File: src/rtl/spi_xfer_ctrl.sv
// Transaction sequencer in front of a byte-level SPI master engine: owns slave select,
// CS setup/hold/gap timing, and streams bytes between the host and the engine.
module spi_xfer_ctrl #(
  parameter int NUM_SS   = 4,
  parameter int SS_W     = 2,
  parameter int LEN_W    = 4,
  parameter int CS_SETUP = 4,
  parameter int CS_HOLD  = 4,
  parameter int CS_GAP   = 8
) (
  input  logic              clk,
  input  logic              reset,
  input  logic              cmd_valid,
  output logic              cmd_ready,
  input  logic [LEN_W-1:0]  cmd_len,
  input  logic [SS_W-1:0]   cmd_ss,
  input  logic              wr_valid,
  input  logic [7:0]        wr_data,
  output logic              wr_ready,
  output logic              rd_valid,
  output logic [7:0]        rd_data,
  output logic              busy,
  output logic              spi_start,
  output logic [7:0]        spi_tx_data,
  input  logic [7:0]        spi_rx_data,
  input  logic              spi_tx_ready,
  input  logic              spi_done,
  output logic [NUM_SS-1:0] ss_n
);

  typedef enum logic [2:0] {
    IDLE  = 3'd0,
    SETUP = 3'd1,
    LOAD  = 3'd2,
    XFER  = 3'd3,
    HOLD  = 3'd4,
    GAP   = 3'd5
  } state_t;

  localparam logic [7:0] SETUP_LAST = 8'(CS_SETUP - 1);
  localparam logic [7:0] HOLD_LAST  = 8'(CS_HOLD - 1);
  localparam logic [7:0] GAP_LAST   = 8'(CS_GAP - 1);

  state_t             state;
  state_t             state_next;
  logic [7:0]         dly_cnt;
  logic [LEN_W-1:0]   byte_cnt;
  logic [NUM_SS-1:0]  ss_decode;
  logic               accept;
  logic               xfer_done;
  logic               last_byte;

  assign spi_tx_data = wr_data;
  assign busy        = (state != IDLE);
  assign accept      = (state == IDLE) && cmd_valid;
  assign xfer_done   = (state == XFER) && spi_done;
  assign last_byte   = (byte_cnt == '0);

  // An out-of-range slave index matches no line, so the frame runs with every select high.
  always_comb begin
    ss_decode = '1;
    for (int i = 0; i < NUM_SS; i++) begin
      ss_decode[i] = (cmd_ss != SS_W'(i));
    end
  end

  always_comb begin
    state_next = state;
    cmd_ready  = 1'b0;
    wr_ready   = 1'b0;
    spi_start  = 1'b0;
    case (state)
      IDLE: begin
        cmd_ready = 1'b1;
        if (cmd_valid) state_next = SETUP;
      end
      SETUP: begin
        if (dly_cnt == SETUP_LAST) state_next = LOAD;
      end
      LOAD: begin
        wr_ready  = spi_tx_ready;
        spi_start = wr_valid && spi_tx_ready;
        if (wr_valid && spi_tx_ready) state_next = XFER;
      end
      XFER: begin
        if (spi_done) state_next = last_byte ? HOLD : LOAD;
      end
      HOLD: begin
        if (dly_cnt == HOLD_LAST) state_next = GAP;
      end
      GAP: begin
        if (dly_cnt == GAP_LAST) state_next = IDLE;
      end
      default: state_next = IDLE;
    endcase
  end

  // The delay counter restarts from zero on every state change and only runs in timed states.
  always_ff @(posedge clk or posedge reset) begin
    if (reset) begin
      state   <= IDLE;
      dly_cnt <= '0;
    end else begin
      state <= state_next;
      if (state_next != state) begin
        dly_cnt <= '0;
      end else if (state == SETUP || state == HOLD || state == GAP) begin
        dly_cnt <= dly_cnt + 8'd1;
      end else begin
        dly_cnt <= '0;
      end
    end
  end

  always_ff @(posedge clk or posedge reset) begin
    if (reset) begin
      byte_cnt <= '0;
    end else if (accept) begin
      byte_cnt <= cmd_len;
    end else if (xfer_done && !last_byte) begin
      byte_cnt <= byte_cnt - 1'b1;
    end
  end

  // Selects drop the cycle after acceptance and rise only once the hold time has elapsed.
  always_ff @(posedge clk or posedge reset) begin
    if (reset) begin
      ss_n <= '1;
    end else if (accept) begin
      ss_n <= ss_decode;
    end else if (state == HOLD && dly_cnt == HOLD_LAST) begin
      ss_n <= '1;
    end
  end

  always_ff @(posedge clk or posedge reset) begin
    if (reset) begin
      rd_valid <= 1'b0;
      rd_data  <= '0;
    end else begin
      rd_valid <= xfer_done;
      if (xfer_done) rd_data <= spi_rx_data;
    end
  end

endmodule

File: config.mk
export PLATFORM = sky130hd
export DESIGN_NAME = spi_xfer_ctrl
export DESIGN_NICKNAME = d
export VERILOG_FILES = /design/src/rtl/spi_xfer_ctrl.sv
export SDC_FILE = /design/constraint.sdc
export NUM_CORES = 1
export LEC_CHECK = 0
export CAP_MARGIN = 20
export CORE_MARGIN = 1
export CORE_UTILIZATION = 40
export CTS_CLUSTER_DIAMETER = 120
export DETAILED_ROUTE_END_ITERATION = 7
export PLACE_DENSITY_LB_ADDON = 0.3
export RECOVER_POWER = 100
export SLEW_MARGIN = 10
export SYNTH_ARGS = -nofsm -noshare
export SYNTH_HDL_FRONTEND = slang
export SYNTH_SLANG_ARGS = --single-unit
File: constraint.sdc
create_clock -name clk -period 3.5 [get_ports clk]
set_clock_uncertainty 0.2 [all_clocks]
set_input_delay 0.35 -clock clk [delete_from_list [all_inputs] [get_ports clk]]
set_output_delay 0.35 -clock clk [all_outputs]
set_load 0.005 [all_outputs]
-- Yosys cells after proc, flatten, opt, wreduce, memory -nomap -nowiden
Index checks and enable logic that the tools add are counted.
W data, S select, Z words.
- latch bits: 0
- input port bits: 28
- register bits after elaboration: 28
- memories: 0
- bits in writable memories: 0
- memory bits (read-only): 0
- $mul: 0
- multiplexer cells: 17
- magnitude comparators: 0
- bitwise operators: 0
- add/subtract/negate cells: 2
- div/mod/pow operators: 0
- shift operators: 0
- equal/unequal tests: 11
- reduce and logical (&&, ||, !) cells: 14
- operators by type and width (operator ; number):
    $mux W3 ; 7
    $pmux W3 S6 ; 1
    $mux W4 ; 4
    $mux W8 ; 2
    $add A8 B1 Y8 const B ; 1
    $eq A8 B2 Y1 const B ; 1
    $eq A8 B3 Y1 const B ; 1
    $eq A3 B2 Y1 const B ; 2
    $eq A3 B3 Y1 const B ; 2
    $reduce_bool A2 Y1 ; 3
    $logic_and A1 B1 Y1 ; 5
    $logic_not A4 Y1 ; 1
    $ne A2 B2 Y1 const B ; 2
    $sub A4 B1 Y4 const B ; 1
    $eq A3 B1 Y1 const B ; 1
    $logic_not A3 Y1 ; 1
    $mux W1 ; 3
    $ne A3 B3 Y1 ; 1
    $reduce_bool A3 Y1 ; 1
    $logic_or A1 B1 Y1 ; 2
    $ne A2 B1 Y1 const B ; 1
    $logic_not A1 Y1 ; 1

-- Depth between registers and ports, before layout
Gate-level depths: netlist of run 1.
- word-level depth: 6
- depth in mapped cells: 7

-- Least setup slack after synthesis of run 1
No wires, ideal clock.
- path type: register -> register
- start: register dly_cnt[3]
- end: register dly_cnt[2]
- path slack: 1.719 ns
- data required time: 3.165 ns
- stages on the path, launching flop included: 5
- period minus slack after synthesis: 1.781 ns
- setup time: 0.135 ns
- buffers on the path: 0
- data arrival time: 1.446 ns
- path through: dfrtp_1 > or4_4 > nor4_2 > o221a_2 > nor3_1
- word-level cells in the longest chain between the ends: 5
- ends and longest elaborated chain (item ; RTL line ; RTL):
    start: declaration ; 46 ; logic [7:0] dly_cnt;
    start signal: assignment ; 108 ; dly_cnt <= dly_cnt + 8'd1;
    $eq A8 B3 Y1 / $eq A8 B2 Y1 (equally long branches) ; 92, 78, 89 ;
    $mux W3 (on tied branches) ; 92, 78, 89 ;
    $pmux W3 S6 * ; 72 ; case (state)
    $ne A3 B3 Y1 * ; 105 ; if (state_next != state) begin
    $mux W8 * ; 105 ;
Mark *: on every way between the ends. The rest lies on a longest branch, timed or not.
A chain may end at the register's enable or synchronous reset.

-- Worst setup path after layout of run 1
- start: register state[0]
- end: output port spi_start
- word-level cells in the longest chain between the ends: 2
- ends and longest elaborated chain (item ; RTL line ; RTL):
    start: declaration ; 44 ; state_t state;
    start signal: assignment ; 104 ; state <= state_next;
    $eq A3 B2 Y1 ; 72 ;
    $mux W1 ; 72 ;
    end: declaration ; 23 ; output logic spi_start,
No other way between the ends.

==> results of run 1 <==
-- synthesized netlist by cell type, types with 2 or more instances --
cell	n
a31oi_1	2
nor2b_1	2
a21oi_1	8
nand2_1	28
a41oi_1	3
and2_1	2
nand3_1	7
nor3_2	2
xnor2_1	3
nor2_1	14
nand2b_1	3
clkbuf_1	2
nor4_2	3
inv_1	7
buf_4	8
nor3_1	2
a211o_1	2
dfstp_2	4
a2bb2oi_1	2
dfrtp_1	24
buf_2	4
ha_1	2
mux2_2	2
and3_1	2
xor2_1	5
or2_2	2
-- how the worst max path moves through the flow --
stage                     startpoint     endpoint  slack [ps]  depth (start not counted)
final                       state[0]    spi_start        1090                          4
after global routing        state[0]  byte_cnt[1]         930                          5
after CTS                   state[1]  byte_cnt[1]        1080                          5
after detailed placement    spi_done  byte_cnt[1]         870                          6
after global placement      spi_done  byte_cnt[1]         970                          6
after floorplan           dly_cnt[3]   dly_cnt[2]        1720                          4
-- report_power, final --
part,internal [uW],switching (uW)
combinational,283,224
sequential,453,100
clock,81.5,92.0
total,817,417
-- cell type report --
class,instances,area [sq um]
Inverter,7,26.28
Sequential cell,28,705.7
Clock buffer,4,45.04
Timing Repair Buffer,37,364.1
Multi-Input combinational cell,111,671.9
Tap cell,46,57.56
Fill cell,342,1598
-- layer usage --
metal  share of wire, %  global-route usage (%)  up-vias
met5                  0                       0        -
met4               0.37                   3.125        0
met3                3.6                   3.623        4
met2                 52                   29.92       20
met1                 44                   20.37      562
li1                   -                       -      589
-- worst max-delay path, cell delays in order, from the launching register on --
cell and delay, ps:
dfrtp_1 590, nor2_1 90, and3_1 190, and2_1 150, dlygate4sd3_1 570
-- metrics by stage --
stage	worst slack, ps	util, %	hold slack (ps)	area, sq um
2_1_floorplan	1719	-	200.4	1508
3_3_place_gp	974.6	52.99	249.5	1838
3_5_place_dp	872.7	52.99	254.7	1838
4_1_cts	1083	54.29	267.2	1883
5_1_grt	929.9	53.93	256.8	1871
6_report	1092	53.93	232.8	1871
-- state kept, by name, summed over array words and instances, names as in the netlist --
name and count:
byte_cnt 4, ss_n 4, rd_data 8, rd_valid 1, dly_cnt 8, state 3
-- kinds of logic (layout without fill, tap and decap cells) --
kind of cell | after synthesis | count (layout) | share of synthesized area [%]
buffers and inverters | 21 | 48 | 7.553
AOI/OAI and AO/OA | 22 | 22 | 10.29
adders and majority gates | 2 | 2 | 1.659
muxes | 3 | 3 | 2.158
DFF | 28 | 28 | 46.81
and+or+nand+nor | 76 | 76 | 26.89
xor gates and xnor gates | 8 | 8 | 4.647
==> impl_metrics.json, run 1 <==
{
  "rrSetupSlack_ps": 1120,
  "yosys_warnings": 0,
  "io-pin-count": 53,
  "syn_area_sq_um": 1508,
  "synthFlopType": "dfrtp_1",
  "rr_endpoint": "byte_cnt[1]",
  "final_common_cell": "nand2_1",
  "hold_path_class": "in2async",
  "fin_cells": 233,
  "slew_headroom_pct": 24.94,
  "antenna_found_initial": 0,
  "dp_hpwl_um": 2298,
  "cts_tree": "done",
  "worstPathArrival_ps": 1860,
  "syn_nets": 190,
  "vias_per_cell": 5.043,
  "required_ps": 2950,
  "first_global_vias": 1234,
  "die_h_um": 63.40,
  "wirelength_um": 2964,
  "grt_overflow": 0,
  "slew_violations": 0,
  "clk_pin_slew_ps": 90,
  "clock-sinks": 28,
  "power_density_nw_per_um2": 659.3,
  "leakage_uw": 0.0008284,
  "async_flop_share_pct": 100.0,
  "rsz0062_at_grt": "no",
  "reg2reg_from": "state[0]",
  "grt_max_degree": 29,
  "outcome": "finished clean",
  "p_total_uw": 1233,
  "dpl.cell_count": 228,
  "place.gp.congestion": 0.7884,
  "criticalPathCategory": "reg2out",
  "ir_drop_v": 0.0003518,
  "fin_tns_setup_ps": 0,
  "n_antenna_cell": 0,
  "row_count": 21,
  "yosysSeqAreaShare_pct": 46.80,
  "synth-edff-count": 0,
  "max_freq_mhz": 415.3,
  "synth_top_cell_by_area": "dfrtp_1",
  "drive_above_1_share_pct": 9.091,
  "synth_top_area_share_pct": 39.83,
  "remaining_drc_errors": 0,
  "num_vias": 1175,
  "layout_common_cells": "nand2_1, dfrtp_1, clkdlybuf4s50_1, dlygate4sd3_1, nor2_1",
  "report.final.hold_viol_count": 0,
  "critPathCaptureType": "primary output",
  "period_minus_slack_ps": 2408,
  "grt_usage_pct": 16.67,
  "reg2reg_depth": 5,
  "startpoint_type": "flip-flop",
  "ys_top_cells_by_area": "dfrtp_1, dfstp_2, nand2_1",
  "drtIter0Drc": 36,
  "postRouteAntennaNets": 0,
  "post-cts-setup-buffers": 0,
  "start_util_pct": 43.47,
  "avgRoutedWirePerCell_um": 12.72,
  "die-area_sq_um": 4019,
  "synth_cells": 160,
  "drt_first_pass_iters": 4,
  "postSynthAreaPerCell_sq_um": 9.423,
  "synth_cell_types": 41,
  "grt_pass1_wl_um": 5430,
  "syn_to_final_growth_pct": 24.07,
  "nets": 218,
  "hold_buffers": 0,
  "cts_buffer_depth": 2,
  "period_share_pct": 68.80,
  "io_buffers": 36,
  "root_buffer": "clkbuf_8",
  "post_cts_resize_count": 0,
  "setup_viol": 0,
  "htree_levels": 1,
  "die_w_um": 63.40,
  "max_cap_violations": 0,
  "cp_max_fo": 14,
  "core-area_sq_um": 3468,
  "tightest_slew_ps": 1126,
  "clock_latency_ps": 270,
  "synth-seq-cells": 28,
  "cts_buffers": 3
}
Power figures use the tool's default switching activity.
==> inputs of run 2 (changes only) <==
- clock period: 3.5 -> 2.1 ns (I/O delays scaled with it)
==> impl_metrics.json, run 2 (synthesized netlist as in run 1, its figures left out) <==
{
  "syn_to_final_growth_pct": 30.95,
  "cts_buffers": 3,
  "num_vias": 1260,
  "ir_drop_v": 0.0006707,
  "postRouteAntennaNets": 0,
  "period_minus_slack_ps": 2042,
  "clock_latency_ps": 270,
  "vias_per_cell": 5.228,
  "remaining_drc_errors": 0,
  "reg2reg_depth": 4,
  "grt_usage_pct": 17.17,
  "clock-sinks": 28,
  "slowest_stage": "clkdlybuf4s50_1",
  "critPathMaxStageDelay_ps": 500,
  "dp_slack_ps": 144.9,
  "dpl_cell_area_sq_um": 1868,
  "n_antenna_cell": 0,
  "antenna_found_initial": 0,
  "grt_pass1_wl_um": 5506,
  "final_common_cell": "clkdlybuf4s50_1",
  "leakage_uw": 0.0008592,
  "cts_tree": "done",
  "drive_above_1_share_pct": 15.38,
  "drtIter0Drc": 51,
  "row_count": 21,
  "io_buffers": 36,
  "outcome": "finished clean",
  "final_cell_area_sq_um": 1974,
  "final_util_pct": 56.93,
  "crit_family": "buffers and inverters",
  "criticalPathCategory": "reg2out",
  "required_ps": 1690,
  "avgRoutedWirePerCell_um": 13.37,
  "setup_viol": 0,
  "setup_ws_ps": 58.04,
  "timing.hold.ws_ps": 220.0,
  "root_buffer": "clkbuf_8",
  "seqCellArea_sq_um": 708.2,
  "hold_buffers": 0,
  "drt_first_pass_iters": 4,
  "layout_common_cells": "clkdlybuf4s50_1, nand2_1, dfrtp_1, nor2_1, a21oi_1",
  "dpl.cell_count": 232,
  "fillCellCount": 313,
  "hold_path_class": "in2out",
  "io-pin-count": 53,
  "reg.largest.list": "dly_cnt (8), rd_data (8)",
  "report.final.hold_viol_count": 0,
  "worstPathArrival_ps": 1630,
  "place.gp.congestion": 0.7841,
  "grt_max_degree": 29,
  "max_cap_violations": 0,
  "dp_hpwl_um": 2405,
  "tightest_slew_ps": 679.9,
  "cp.depth": 4,
  "max_freq_mhz": 489.7,
  "worstHoldPathCells": 0,
  "period_share_pct": 97.24,
  "crit_chain": "nor2_4, and3_1, and2_1, clkdlybuf4s50_1",
  "cts_buffer_depth": 2,
  "startpoint_type": "flip-flop",
  "start_util_pct": 43.47,
  "fin_cells": 241,
  "slew_violations": 0,
  "core-area_sq_um": 3468,
  "slew_headroom_pct": 54.68,
  "critPathCaptureType": "primary output",
  "clk_pin_slew_ps": 90,
  "nets": 226,
  "first_global_vias": 1225,
  "critPathBufInv": 1,
  "power_density_nw_per_um2": 1177,
  "multi_input_area_sq_um": 689.4,
  "wirelength_um": 3223,
  "grt_overflow": 0,
  "die-area_sq_um": 4019,
  "cp_max_fo": 4,
  "die_h_um": 63.40,
  "htree_levels": 1,
  "die_w_um": 63.40
}
[run 2: changes by cell type in the layout (fill, tap and decap cells not counted), moves of 2 or more]
cell             delta
nor3_2              +2
dfrtp_2             +2
clkdlybuf4s50_1    +13
buf_4               +7
dfrtp_1             -2
dlygate4sd3_1      -13
nor3_1              -2
[run 2: final timing paths]
path                            slack, ps              to  startpoint
min in group asynchronous             370        rd_valid       reset
worst max register to register        190         ss_n[0]  dly_cnt[3]
worst min-delay path                  220  spi_tx_data[0]  wr_data[0]
max in group asynchronous             860        state[1]       reset
worst max-delay path                   60       spi_start    state[2]
worst min register to register        260      dly_cnt[0]  dly_cnt[0]
[run 2: layer usage]
layer / up-vias / global-route usage, % / share of wire [%]
met5: - / 0 / 0
met4: 0 / 3.693 / 0.65
met3: 4 / 3.261 / 5.0
met2: 39 / 31.91 / 53
met1: 609 / 20.11 / 41
li1: 608 / - / -
[run 2: cell type report]
class | instances | area share, %
timing repair buffer | 45 | 21.36
inverter | 7 | 1.331
multi-input combinational | 111 | 34.92
sequential | 28 | 35.87
clock buffer | 3 | 2.091
tap | 46 | 2.915
clock inverter | 1 | 1.521
[run 2: metrics by stage]
step                      power, uW  setup TNS, ps
after floorplan                1444              0
after CTS                      2320              0
after global placement         1842              0
final                          2323              0
after detailed placement       1886              0
after global routing           2498         -11.83
[run 2: timing repair]
item | 4_1_cts | 5_1_grt
setup buffers | 2 | 3
endpoints found under the setup margin | 3 | 3
gates resized for setup | 2 | 2
[run 2: worst reg2reg max path, stage by stage, from the launching register on]
cell     delay (ps)
dfrtp_1         460
nor4_2          440
a41oi_1         210
nor3_2          330
o32a_1          220
[run 2: power breakdown]
group | switching (uW) | internal [uW] | total (uW)
Sequential | 150 | 754 | 904
Combinational | 436 | 568 | 1000
Clock | 160 | 255 | 415
Total | 747 | 1580 | 2320
